<file path="src/rtl/fa_share_arb.sv">
// rtl/fa_share_arb.sv - round-robin sharing of one pipelined FP32 adder among N requesters
// Optional build macro FA_SHARE_ARB_SUB_EN adds req_sub (sign-flip of operand B for A-B).
module fa_share_arb #(
    parameter int N   = 4,
    parameter int LAT = 3
) (
    input  logic            clk,
    input  logic            rst,
    input  logic [N-1:0]    req_valid,
    input  logic [32*N-1:0] req_a,
    input  logic [32*N-1:0] req_b,
`ifdef FA_SHARE_ARB_SUB_EN
    input  logic [N-1:0]    req_sub,
`endif
    output logic [N-1:0]    req_ready,
    output logic [31:0]     fa_a,
    output logic [31:0]     fa_b,
    output logic            fa_issue,
    input  logic [31:0]     fa_sum,
    input  logic            fa_done,
    output logic [N-1:0]    rsp_valid,
    output logic [31:0]     rsp_sum,
    output logic            err
);
    localparam int IW = (N > 1) ? $clog2(N) : 1;

    logic [IW-1:0] ptr;
    logic [IW-1:0] gnt_idx;
    logic          gnt_any;
    logic [31:0]   sel_a;
    logic [31:0]   sel_b;
    logic [31:0]   b_next;
    logic [LAT:0]  tag_v;
    logic [IW-1:0] tag_idx [0:LAT];

    // Search ptr, ptr+1, ... modulo N; first pending request wins.
    always_comb begin
        logic [IW:0] s;
        s         = '0;
        gnt_any   = 1'b0;
        gnt_idx   = '0;
        req_ready = '0;
        for (int k = 0; k < N; k++) begin
            s = {1'b0, ptr} + (IW+1)'(k);
            if (s >= (IW+1)'(N)) begin
                s = s - (IW+1)'(N);
            end
            if (!gnt_any && req_valid[s[IW-1:0]]) begin
                gnt_any = 1'b1;
                gnt_idx = s[IW-1:0];
            end
        end
        if (rst) begin
            gnt_any = 1'b0;
        end
        if (gnt_any) begin
            req_ready[gnt_idx] = 1'b1;
        end
    end

`ifdef FA_SHARE_ARB_SUB_EN
    logic sel_sub;
`endif

    always_comb begin
        sel_a = '0;
        sel_b = '0;
`ifdef FA_SHARE_ARB_SUB_EN
        sel_sub = 1'b0;
`endif
        for (int k = 0; k < N; k++) begin
            if (gnt_idx == IW'(k)) begin
                sel_a = req_a[k*32 +: 32];
                sel_b = req_b[k*32 +: 32];
`ifdef FA_SHARE_ARB_SUB_EN
                sel_sub = req_sub[k];
`endif
            end
        end
    end

`ifdef FA_SHARE_ARB_SUB_EN
    // Subtraction is a pure sign flip of B, NaN payloads included.
    assign b_next = sel_sub ? {~sel_b[31], sel_b[30:0]} : sel_b;
`else
    assign b_next = sel_b;
`endif

    always_ff @(posedge clk) begin
        if (rst) begin
            ptr       <= '0;
            fa_a      <= '0;
            fa_b      <= '0;
            fa_issue  <= 1'b0;
            tag_v     <= '0;
            rsp_valid <= '0;
            rsp_sum   <= '0;
            err       <= 1'b0;
            for (int k = 0; k <= LAT; k++) begin
                tag_idx[k] <= '0;
            end
        end else begin
            fa_issue <= gnt_any;
            if (gnt_any) begin
                fa_a <= sel_a;
                fa_b <= b_next;
                ptr  <= (gnt_idx == IW'(N-1)) ? '0 : gnt_idx + 1'b1;
            end

            // Owner tags travel alongside the adder so the last stage lines up with fa_done.
            tag_v      <= {tag_v[LAT-1:0], gnt_any};
            tag_idx[0] <= gnt_idx;
            for (int k = 1; k <= LAT; k++) begin
                tag_idx[k] <= tag_idx[k-1];
            end

            rsp_valid <= '0;
            if (fa_done && tag_v[LAT]) begin
                rsp_valid[tag_idx[LAT]] <= 1'b1;
                rsp_sum                 <= fa_sum;
            end

            if (fa_done != tag_v[LAT]) begin
                err <= 1'b1;
            end
        end
    end
endmodule

</file>
<file path="config.mk">
export PLATFORM = sky130hd
export DESIGN_NAME = fa_share_arb
export DESIGN_NICKNAME = d
export VERILOG_FILES = /design/src/rtl/fa_share_arb.sv
export SDC_FILE = /design/constraint.sdc
export NUM_CORES = 1
export LEC_CHECK = 0
export BUFFER_PORTS_ARGS = -buffer_cell sky130_fd_sc_hd__buf_2
export CAP_MARGIN = 20
export CELL_PAD_IN_SITES_DETAIL_PLACEMENT = 0
export CELL_PAD_IN_SITES_GLOBAL_PLACEMENT = 2
export CORE_ASPECT_RATIO = 1.5
export CORE_MARGIN = 2
export CORE_UTILIZATION = 23
export CTS_BUF_LIST = sky130_fd_sc_hd__clkbuf_2
export DETAILED_ROUTE_END_ITERATION = 12
export MAX_ROUTING_LAYER = met4
export PLACE_DENSITY_LB_ADDON = 0.25
export SYNTH_ARGS = -nofsm -noshare
export SYNTH_HDL_FRONTEND = slang
export SYNTH_SLANG_ARGS = --single-unit
</file>
<file path="constraint.sdc">
create_clock -name clk -period 2.4 [get_ports clk]
set_input_delay 0.36 -clock clk [delete_from_list [all_inputs] [get_ports clk]]
set_output_delay 0.36 -clock clk [all_outputs]
set_load 0.1 [all_outputs]
</file>
* Word-level counts from Yosys, hierarchy flattened
Memories as Yosys holds them, arrays and structs flattened.
Cells that the tools add are included.
** Storage, ports and cells
- Register bits :: 108
- Latch bits :: 0
- RAM bits :: 8
- Memory bits (read-only) :: 0
- Output and inout bits :: 106
- Logic and storage cells :: 91
- Memories kept :: 1
** Memories
- tag_idx :: words 4, width 2, read ports 4, clocked after memory_dff 0, write ports 4, line 34 : logic [IW-1:0] tag_idx [0:LAT];
** Operators by class
- Add/subtract/negate cells :: 8
- $mul :: 0
- Div/mod/pow operators :: 0
- $lt $le $gt $ge :: 12
- Eq/ne operators :: 4
- Shifts and indexed selects :: 0
- Muxes and demuxes :: 42
- Bitwise operators :: 5
- Reductions and logical operators :: 11
** Operator list (count)
- 32-bit two-way mux :: 8
- 2-bit two-way mux :: 13
- 2-bit by 3-bit less-than comparator with 1-bit output, second input constant :: 6
- 1-bit two-way mux :: 14
- 3-bit >= comparator, second input constant :: 3
- 1-bit binary-select mux with 2-bit select :: 4
- 2-bit by 1-bit subtractor with 2-bit output, second input constant :: 4
- 2-bit by 2-bit adder with 3-bit output, second input constant :: 2
- 1-bit logical AND :: 6
- 1-bit demux with 2-bit select :: 2
- 2-bit == test, second input constant :: 2
- 2-bit by 1-bit >= comparator with 1-bit output, second input constant :: 2
- 4-bit two-way mux :: 1
- 1-bit OR :: 4
- 2-bit by 1-bit adder with 3-bit output, second input constant :: 1
- 2-bit by 3-bit >= comparator with 1-bit output, second input constant :: 1
- 1-bit zero test :: 3
- 2-bit by 1-bit adder with 2-bit output, second input constant :: 1
- 2-bit by 1-bit == test with 1-bit output, second input constant :: 1
- 2-bit zero test :: 1
- 2-bit OR reduction :: 1
- 1-bit != test :: 1
- 1-bit inverter :: 1

* Depth between registers and ports, before layout
Gate-level depths: netlist of the first run.
- Depth after elaboration :: 19
- Mapped depth :: 9
- Gate-level depth less buffers :: 7

* Worst setup path before layout of the first run
OpenSTA, ideal clock, no wires.
- Kind :: input to output
- Start point :: in req_valid[0]
- End point :: out req_ready[3]
- Arrival :: 2.480 ns
- Path slack :: -0.440 ns
- Stages on the path :: 7
- Path buffers :: 2
- Path through :: nor2b_1 o21ai_0 and3_1 ha_1 clkbuf_1 clkbuf_1 and2_1
** Between the ends
- Cells in the longest elaborated chain, start to end :: 17
** RTL lines
- from (decl) :: line 9 : input logic [N-1:0] req_valid,
- 1-bit binary-select mux with 2-bit select :: line 48 : if (!gnt_any && req_valid[s[IW-1:0]]) begin
- 1-bit two-way mux (not written as such) :: line 48
- 1-bit two-way mux :: line 48
- 1-bit zero test :: line 48
- 1-bit logical AND :: line 48
- 1-bit two-way mux :: line 48
- 1-bit zero test :: line 48
- 1-bit logical AND :: line 48
- [... 2 more ...]
- 1-bit logical AND :: line 48
- 2-bit two-way mux * :: line 48
- via gnt_idx[0] :: line 28 : logic [IW-1:0] gnt_idx;
- 2-bit by 3-bit less-than comparator with 1-bit output (not written as such) / 2-bit by 1-bit >= comparator with 1-bit output (equally long branches) :: line 57 : req_ready[gnt_idx] = 1'b1;
- 1-bit logical AND (not written as such) :: line 57
- 1-bit two-way mux (not written as such) :: line 57
- 1-bit demux with 2-bit select * :: line 57
- 4-bit two-way mux * :: line 56 : if (gnt_any) begin
- to (decl) :: line 15 : output logic [N-1:0] req_ready,
Mark *: on every way through the listed nets, which the timed path passes. The rest lies on a longest branch. The select of a mux whose other input is x is not followed.

* Worst setup path in the final report of the first run
- Start point :: reg ptr[1]
- End point :: out req_ready[1]
** Between the ends
- Cells in the longest elaborated chain, start to end :: 19
** RTL lines
- from (decl) :: line 27 : logic [IW-1:0] ptr;
- from (signal assigned) :: line 107 : ptr <= (gnt_idx == IW'(N-1)) ? '0 : gnt_idx + 1'b1;
- parallel branches: the longest is 18 deep, another holds 2-bit by 1-bit adder with 3-bit output
- 4-bit two-way mux * :: line 56
Mark *: on every way between the ends. The select of a mux whose other input is x is not followed.

==> flow_metrics.py, run 1 <==
metrics = {
    "yosys": {
        "synth_top_area_share_pct": 37.09,
        "synth_largest_area_cell": "dfxtp_1",
        "ys.flop_type": "dfxtp_1",
        "ys_seq_area_share_pct": 37.09,
        "synth_common_cells": "a21oi_1 (131), dfxtp_1 (115), nor2_1 (103)",
        "ys_ff_latch": 115,
        "syn_nets": 1060,
        "async_flop_share_pct": 0,
        "synth_warnings": 0,
        "syn_area_per_cell_um2": 8.167,
        "synth_area_leaders": "dfxtp_1 (37%), a21oi_1 (11%), a221o_1 (10%)",
        "syn-cell-area_um2": 6207,
        "syn_inst": 760,
        "yosysMostFrequentCell": "a21oi_1",
        "synthDistinctLibCells": 30,
        "synth_edf_count": 0,
    },
    "final_layout": {
        "drive_gt1_share_pct": 34.89,
        "syn_to_final_growth_pct": 98.63,
        "post-route-util_pct": 46.55,
        "final_cells": 1792,
        "fin_nets": 1741,
    },
    "floorplan": {
        "dieWidth_um": 138.1,
        "dieArea_um2": 28350,
        "dieHeight_um": 205.2,
        "core_area_um2": 26490,
        "floorplan.initialDensity_pct": 23.43,
        "io_pins": 401,
        "std_cell_rows": 73,
    },
    "worst_hold_path": {
        "hold_class": "in -> reg",
        "hold_path.startpoint": "req_a[60]",
        "whs_path_depth": 4,
        "hold_end": "fa_a[28]$_SDFFE_PP0N_",
    },
    "detailed_routing": {
        "drt-initial-drc-count": 339,
        "via_per_inst": 4.830,
        "remaining_drc_errors": 0,
        "drt_pass1_iterations": 5,
        "wl_per_cell_um": 18.04,
        "ant_nets": 0,
        "vias": 8655,
        "routed_wirelength_mm": 32.34,
    },
    "critical_path": {
        "end_kind": "primary output",
        "r2r_start": "ptr[1]$_SDFFE_PP0N_",
        "rrSetupSlack_ps": 80,
        "r2r-end": "fa_a[9]$_SDFFE_PP0N_",
        "critPathRequiredTime_ps": 2040,
        "worstPathArrival_ps": 2300,
        "crit_type": "reg -> out",
        "cp-start-kind": "flip-flop",
        "ff2ff_path_depth": 9,
        "cp_max_fo": 2,
    },
    "sta": {
        "setup_slack_ps": -264.0,
        "fin_crit_sh_pct": 111.0,
        "relSlewSlack_pct": 56.79,
        "period_needed_ps": 2664,
        "timing.fmax_ghz": 0.3754,
        "tns_ps": -853.7,
        "hold_viol_final": 0,
        "maxSlewViolCount": 0,
        "tightest_slew_ps": 648.1,
        "setup_viol": 4,
        "grt_setup_unrepaired": "true",
        "clock_skew_ps": 29.67,
    },
    "clock_network": {
        "clock_latency_ps": 740,
        "htreeDepth": 4,
        "clk_pin_slew_ps": 200,
        "numClockSinks": 115,
        "cts_tree": "yes",
        "clock_path_buffers": 2,
        "numCtsBuffers": 17,
        "cts_root_buffer": "clkbuf_2",
    },
    "global_route": {
        "grt_usage_pct": 21.37,
        "grt_pass1_vias": 9115,
        "grt-ovfl-total": 0,
        "antenna_found_initial": 2,
        "grt_max_degree": 66,
        "grt_pass1_wl_mm": 47.20,
    },
    "job": {
        "drv_cap": 0,
    },
    "status": {
        "outcome": "finished, violations left",
        "violations": "setup timing",
    },
    "pwr": {
        "max-vdd-ir-drop_uv": 342.3,
        "total_leakage_power_nw": 5.743,
        "power_density_nw_per_um2": 710.9,
        "finalPower_mw": 8.765,
    },
    "placement": {
        "globalplace.congestion": 0.8067,
        "hpwl_mm": 19.09,
        "place_inst": 1447,
        "io_buffers": 400,
    },
}
worst max-delay path by stage:
stage                             start           end
floorplan                  req_valid[0]  req_ready[3]
global placement           req_valid[0]  req_ready[1]
detailed placement         req_valid[0]  req_ready[1]
CTS                 ptr[0]$_SDFFE_PP0N_  req_ready[1]
global route        ptr[1]$_SDFFE_PP0N_  req_ready[1]
finish              ptr[1]$_SDFFE_PP0N_  req_ready[1]
worst max-delay path, stage by stage, from the launching register on:
cell and delay (ps):
dfxtp_2 360, a21oi_2 120, nor3b_2 70, or3_4 420, ha_4 190, buf_12 120, and2_4 130, buf_12 160
placed cells by master (no fill, tap or decap), types with 2 or more instances in the layout:
cell type,count
buf_2,395
dlygate4sd3_1,293
a21oi_1,129
dfxtp_1,113
nor2_1,103
inv_1,66
nand3b_1,64
a221o_1,64
a211oi_1,58
mux2i_1,32
buf_4,26
clkbuf_2,17
buf_12,13
nor2b_1,12
clkbuf_16,7
a211oi_2,6
and2_4,4
nand2_1,4
ha_4,4
clkinvlp_4,4
clkinv_4,4
inv_6,3
buf_16,3
diode_2,2
clkinv_2,2
bufbuf_16,2
dfxtp_2,2
buf_6,2
cell families after synthesis:
logic type               count (synthesis)  synth area share, %
buffers and inverters                  145                10.34
flip-flops                             115                37.09
adder cells (fa/ha/maj)                  5                1.008
multiplexers                            32                5.160
AO/OA/AOI/OAI                          262                28.97
AND/OR/NAND/NOR                        201                17.44
report_power, final:
part / total [mW] / internal (mW) / switching [mW]
Sequential: 2.31 / 2.18 / 0.133
Combinational: 5.17 / 1.83 / 3.33
Clock: 1.28 / 0.378 / 0.906
flip-flops by register name, indices dropped and copies added (netlist names):
register   cells
fa_a          32
fa_b          32
rsp_sum       32
tag_idx        8
rsp_valid      4
tag_v          4
ptr            2
err            1
final cells by class:
class | instances | area (µm²)
diodes | 2 | 5.005
multi-input cells | 500 | 3423
well taps | 337 | 421.7
fillers | 2638 | 14160
clock buffers | 17 | 85.08
clock inverters | 14 | 131.4
inverters | 66 | 247.7
repair buffers | 741 | 5710
flip-flops and latches | 115 | 2305
stage by stage:
stage / setup WS, ps / hold WS, ps / area, µm²
after floorplan: -29.96 / 413.8 / 6215
after global placement: 8.585 / 418.7 / 8715
after detailed placement: 6.068 / 420.4 / 8715
after CTS: -400.9 / 0.1812 / 12110
after global routing: -425.8 / 7.880 / 12330
final: -264.0 / 99.69 / 12330
repair_timing:
| item | in CTS | in global routing |
|---|---|---|
| endpoints found under the setup margin | 4 | 58 |
| hold endpoints to repair | 106 | 0 |
| hold buffers | 293 | 0 |
| cloned | 2 | 7 |
| pin swaps | 11 | 9 |
| resized for setup | 26 | 9 |
| setup buffers | 12 | 2 |
per-layer routing:
layer	vias to the layer above	routed length, µm	part of all wire [%]	track usage (%)
met3	66	1692	5.2	4.422
met5	-	0	0	-
met4	0	923	2.9	8.455
met1	4109	12510	39	22.66
met2	376	17210	53	38.91
li1	4104	-	-	-
(Power assumes the default switching activity.)
==> run 2, diff against run 1 <==
REMOVE_ABC_BUFFERS = 1   (was not set)
==> flow_metrics.py, run 2 (synthesis results as in run 1) <==
metrics = {
    "clock_network": {
        "htreeDepth": 4,
        "clock_latency_ps": 730,
        "cts_root_buffer": "clkbuf_2",
        "cts_tree": "yes",
        "numClockSinks": 115,
        "clock_path_buffers": 2,
        "numCtsBuffers": 17,
        "clk_pin_slew_ps": 180,
    },
    "final_layout": {
        "multiInputGateArea_um2": 3671,
        "final_cells": 1758,
        "drive_gt1_share_pct": 38.62,
        "reg_top3": "fa_a x32, fa_b x32, rsp_sum x32",
        "final_common_cell": "buf_2",
        "fin_nets": 1706,
        "fillers": 2610,
        "final_cell_mix": "buf_2 (395), dlygate4sd3_1 (265), a21oi_1 (129)",
        "syn_to_final_growth_pct": 98.57,
        "seq_area_um2": 2307,
    },
    "global_route": {
        "grt_usage_pct": 21.21,
        "grt-ovfl-total": 0,
        "antenna_found_initial": 2,
        "grt_pass1_wl_mm": 46.43,
        "grt_max_degree": 77,
        "grt_pass1_vias": 8796,
    },
    "floorplan": {
        "core_area_um2": 26490,
        "dieWidth_um": 138.1,
        "dieArea_um2": 28350,
        "io_pins": 401,
        "floorplan.initialDensity_pct": 23.43,
        "dieHeight_um": 205.2,
        "std_cell_rows": 73,
    },
    "detailed_routing": {
        "vias": 8615,
        "drt-initial-drc-count": 525,
        "routed_wirelength_mm": 32.59,
        "drt_pass1_iterations": 6,
        "ant_nets": 0,
        "wl_per_cell_um": 18.54,
        "via_per_inst": 4.900,
        "remaining_drc_errors": 0,
    },
    "pwr": {
        "internal-power_mw": 4.659,
        "total_leakage_power_nw": 5.657,
        "combPwrFrac_pct": 58.7,
        "netSwitchingPower_mw": 4.444,
        "finalPower_mw": 9.103,
        "p_clk_share_pct": 15.9,
        "power_frac_seq_pct": 25.4,
        "max-vdd-ir-drop_uv": 331.1,
        "switching_share_pct": 48.82,
        "power_density_nw_per_um2": 738.5,
    },
    "critical_path": {
        "critPathRequiredTime_ps": 2040,
        "r2r-end": "fa_b[9]$_SDFFE_PP0N_",
        "worstPathArrival_ps": 2330,
        "cp_max_fo": 3,
        "r2r_start": "ptr[1]$_SDFFE_PP0N_",
        "crit_type": "reg -> out",
        "ff2ff_path_depth": 10,
        "rrSetupSlack_ps": -70,
        "endpoint": "req_ready[1]",
        "end_kind": "primary output",
        "startpoint": "ptr[1]$_SDFFE_PP0N_",
        "cp-start-kind": "flip-flop",
    },
    "status": {
        "violations": "setup timing",
        "outcome": "finished, violations left",
    },
    "sta": {
        "grt_setup_unrepaired": "true",
        "relSlewSlack_pct": 49.76,
        "period_needed_ps": 2694,
        "clock_skew_ps": 38.99,
        "fin_crit_sh_pct": 112.3,
        "maxSlewViolCount": 0,
        "setup_viol": 35,
        "timing.fmax_ghz": 0.3711,
        "tightest_slew_ps": 753.6,
        "setup_slack_ps": -294.4,
        "hold_viol_final": 0,
    },
    "placement": {
        "io_buffers": 400,
        "place_inst": 1440,
        "globalplace.congestion": 0.7848,
        "hpwl_mm": 18.55,
    },
    "job": {
        "drv_cap": 0,
    },
    "worst_hold_path": {
        "hold_class": "in -> reg",
    },
}
## run 2: cell types whose count changed in the layout (fill, tap and decap cells not counted), moves of 3 or more
| cell | previous run | this run |
|---|---|---|
| dlygate4sd3_1 | 293 | 265 |
| a211oi_2 | 6 | 53 |
| buf_12 | 13 | 17 |
| clkinv_4 | 4 | 1 |
| clkbuf_16 | 7 | 4 |
| buf_4 | 26 | 14 |
| a211oi_1 | 58 | 11 |
## run 2: worst min-delay path by stage
stage	start	endpoint	slack [ps]	cells after the start
floorplan	tag_idx[0][0]$_SDFF_PP0_	tag_idx[1][0]$_SDFF_PP0_	410	1
global placement	tag_v[2]$_SDFF_PP0_	tag_v[3]$_SDFF_PP0_	420	1
detailed placement	tag_idx[1][0]$_SDFF_PP0_	tag_idx[2][0]$_SDFF_PP0_	430	1
CTS	req_b[48]	fa_b[16]$_SDFFE_PP0N_	0.03	4
global route	req_a[45]	fa_a[13]$_SDFFE_PP0N_	40	4
finish	req_b[59]	fa_b[27]$_SDFFE_PP0N_	110	4
## run 2: cell type report
cell class	count	share of cell area [%]
Multi-Input combinational cell	500	29.78
Inverter	66	2.010
Timing Repair Buffer	706	43.96
Sequential cell	115	18.72
Clock buffer	19	0.7715
Tap cell	337	3.421
Clock inverter	13	1.289
Antenna cell	2	0.04060
## run 2: metrics by stage
| step | setup slack [ps] | TNS [ps] | hold WS, ps | cell area, µm² | util [%] |
|---|---|---|---|---|---|
| after floorplan | -2108 | -99390 | 413.8 | 5813 | - |
| after global placement | 9.471 | 0 | 418.9 | 8692 | 32.82 |
| after detailed placement | -61.64 | -894.9 | 425.8 | 8692 | 32.82 |
| after CTS | -378.4 | -2932 | 0.02787 | 11860 | 44.77 |
| after global routing | -429.5 | -5864 | 39.83 | 12330 | 46.53 |
| final | -294.4 | -1713 | 111.5 | 12330 | 46.53 |
## run 2: critical path: stages, from the launching register on
cell and delay, ps:
dfxtp_2 360, a21oi_2 180, nor3b_4 80, or3_4 430
ha_4 190, buf_12 120, and2_4 130, buf_12 160
## run 2: power by group through the flow
stage          combinational, mW  sequential [mW]  clock, mW
2_1_floorplan               1.40             4.13          0
3_3_place_gp                4.34             2.34          0
3_5_place_dp                4.34             2.35          0
4_1_cts                     4.94             2.31       1.52
5_1_grt                     5.59             2.35       1.59
6_report                    5.35             2.31       1.45
## run 2: layer usage
metal | wire length [µm] | global-route usage (%) | up-vias
met2 | 17270 | 38.79 | 383
met5 | 0 | - | -
li1 | - | - | 4036
met3 | 1591 | 3.793 | 76
met4 | 1239 | 9.840 | 0
met1 | 12490 | 22.15 | 4120
## run 2: repair_timing
item / in CTS / in global routing
resized for setup: 23 / 60
gates cloned: 4 / 8
endpoints found under the setup margin: 4 / 68
hold endpoints to repair: 109 / 0
hold buffers: 265 / 0
pin swaps: 5 / 10
buffers inserted: 5 / 2
==> run 3, diff against run 2 <==
BUFFER_PORTS_ARGS = -buffer_cell sky130_fd_sc_hd__buf_4   (was -buffer_cell sky130_fd_sc_hd__buf_2)
==> flow_metrics.py, run 3 (synthesis results as in run 1) <==
metrics = {
    "status": {
        "outcome": "finished, violations left",
        "violations": "setup timing",
    },
    "clock_network": {
        "numCtsBuffers": 17,
        "cts_root_buffer": "clkbuf_2",
        "clk_pin_slew_ps": 220,
        "numClockSinks": 115,
        "clock_path_buffers": 2,
        "htreeDepth": 4,
        "clock_latency_ps": 760,
        "cts_tree": "yes",
    },
    "global_route": {
        "grt_pass1_wl_mm": 46.35,
        "grt_max_degree": 111,
        "antenna_found_initial": 1,
        "grt_pass1_vias": 8764,
        "grt-ovfl-total": 0,
        "grt_usage_pct": 21.20,
    },
    "sta": {
        "setup_slack_ps": -215.3,
        "timing.fmax_ghz": 0.3824,
        "setup_viol": 4,
        "fin_crit_sh_pct": 109.0,
        "relSlewSlack_pct": 57.81,
        "clock_skew_ps": 63.48,
        "grt_setup_unrepaired": "true",
        "tightest_slew_ps": 632.9,
        "maxSlewViolCount": 0,
        "hold_viol_final": 0,
        "period_needed_ps": 2615,
    },
    "critical_path": {
        "cp-start-kind": "flip-flop",
        "worstPathArrival_ps": 2260,
        "end_kind": "primary output",
        "path_cells": "a21oi_4, nor3b_2, or3_4, buf_6, ha_4, and2_4, buf_12",
        "critPathRequiredTime_ps": 2040,
        "path_delay_family": "simple AND/OR/NAND/NOR gates",
        "crit_buf_inv": 2,
        "cp_max_fo": 2,
        "cpMaxStageDelayCell": "dfxtp_4",
        "crit_type": "reg -> out",
        "max_stage_delay_ps": 400,
    },
    "floorplan": {
        "io_pins": 401,
        "floorplan.initialDensity_pct": 23.43,
        "dieHeight_um": 205.2,
        "dieWidth_um": 138.1,
        "std_cell_rows": 73,
        "dieArea_um2": 28350,
        "core_area_um2": 26490,
    },
    "detailed_routing": {
        "ant_nets": 0,
        "via_per_inst": 4.771,
        "vias": 8364,
        "drt-initial-drc-count": 392,
        "remaining_drc_errors": 0,
        "routed_wirelength_mm": 31.73,
        "wl_per_cell_um": 18.10,
        "drt_pass1_iterations": 5,
    },
    "final_layout": {
        "fillers": 2561,
        "reg_top3": "fa_a x32, fa_b x32, rsp_sum x32",
        "fin_area_um2": 12980,
        "fin_nets": 1702,
        "syn_to_final_growth_pct": 109.2,
        "drive_gt1_share_pct": 36.40,
        "final_common_cell": "buf_4",
        "final_cell_mix": "buf_4 (419), dlygate4sd3_1 (256), a21oi_1 (128)",
    },
    "placement": {
        "hpwl_mm": 19.77,
        "pre_cts_slack_ps": -12.00,
        "postPlaceCellArea_um2": 9646,
        "io_buffers": 400,
        "globalplace.congestion": 0.7696,
    },
    "pwr": {
        "max-vdd-ir-drop_uv": 363.2,
        "total_leakage_power_nw": 5.833,
        "switching_share_pct": 47.25,
        "internal-power_mw": 4.876,
        "power_density_nw_per_um2": 712.1,
        "combPwrFrac_pct": 57.6,
        "p_clk_share_pct": 17.3,
        "power_frac_seq_pct": 25.2,
        "netSwitchingPower_mw": 4.369,
    },
    "job": {
        "drv_cap": 0,
    },
    "worst_hold_path": {
        "hold_class": "in -> reg",
    },
}
[run 3: changes by cell type in the layout (fill, tap and decap cells not counted), sizes merged]
cell,previous run,this run
bufbuf,3,0
diode,2,1
buf,434,442
inv,68,69
bufinv,3,4
dlygate4sd3,265,256
clkinv,5,6
clkinvlp,3,2
clkbuf,23,21
[run 3: worst paths after layout]
kind,slack (ps),depth (start not counted),to,start
max reg2reg,90,13,fa_a[6]$_SDFFE_PP0N_,ptr[1]$_SDFFE_PP0N_
min reg2reg,460,1,tag_idx[3][1]$_SDFF_PP0_,tag_idx[2][1]$_SDFF_PP0_
min,100,4,fa_a[16]$_SDFFE_PP0N_,req_a[48]
max,-220,7,req_ready[0],ptr[1]$_SDFFE_PP0N_
[run 3: worst register-to-register path: stages (launching register included)]
cell and delay, ps:
dfxtp_4 400, a21oi_4 110, nor3b_2 60, buf_4 130, nor3_2 170, buf_4 160, ha_4 140, buf_6 100
buf_12 150, buf_12 120, buf_16 140, a21oi_1 70, a221o_1 330, a211oi_2 180
[run 3: repair_timing]
item	in CTS	in global routing
gates resized for setup	32	27
cloned	0	5
setup endpoints to repair	4	65
pin swaps	6	10
setup buffers	10	3
hold endpoints to repair	101	0
hold buffers	256	0
[run 3: final cells by class]
type	instances	area [µm²]	share of cell area, %
inverter	66	247.7	1.908
clock inverter	15	205.2	1.581
tap	337	421.7	3.248
antenna	1	2.502	0.01928
clock buffer	17	85.08	0.6554
sequential	115	2307	17.77
timing repair buffer	702	6231	48.00
multi-input combinational	500	3482	26.82
[run 3: per-layer routing]
metal	track usage, %	vias to the layer above	wire, µm	part of all wire [%]
met4	9.402	0	1201	3.8
met1	22.03	3958	11920	38
met5	-	-	0	0
li1	-	4023	-	-
met3	3.863	61	1445	4.6
met2	39.09	322	17170	54
[run 3: stage by stage]
stage	hold WS, ps	std cells	total power, mW	util [%]	setup TNS [ps]
2_1_floorplan	413.8	681	5.532	-	-99390
3_5_place_dp	422.3	1447	6.999	36.41	-12.00
4_1_cts	1.150	1744	9.095	47.95	-1138
3_3_place_gp	422.3	1447	6.990	36.41	0
5_1_grt	13.76	1753	9.710	49.01	-1341
6_report	103.4	1753	9.245	49.01	-627.8
[run 3: power by group through the flow]
stage	clock, mW	sequential, mW	combinational (mW)
after floorplan	0	4.13	1.40
after global placement	0	2.36	4.63
after detailed placement	0	2.36	4.63
final	1.60	2.33	5.32
after CTS	1.67	2.33	5.10
after global routing	1.76	2.37	5.59
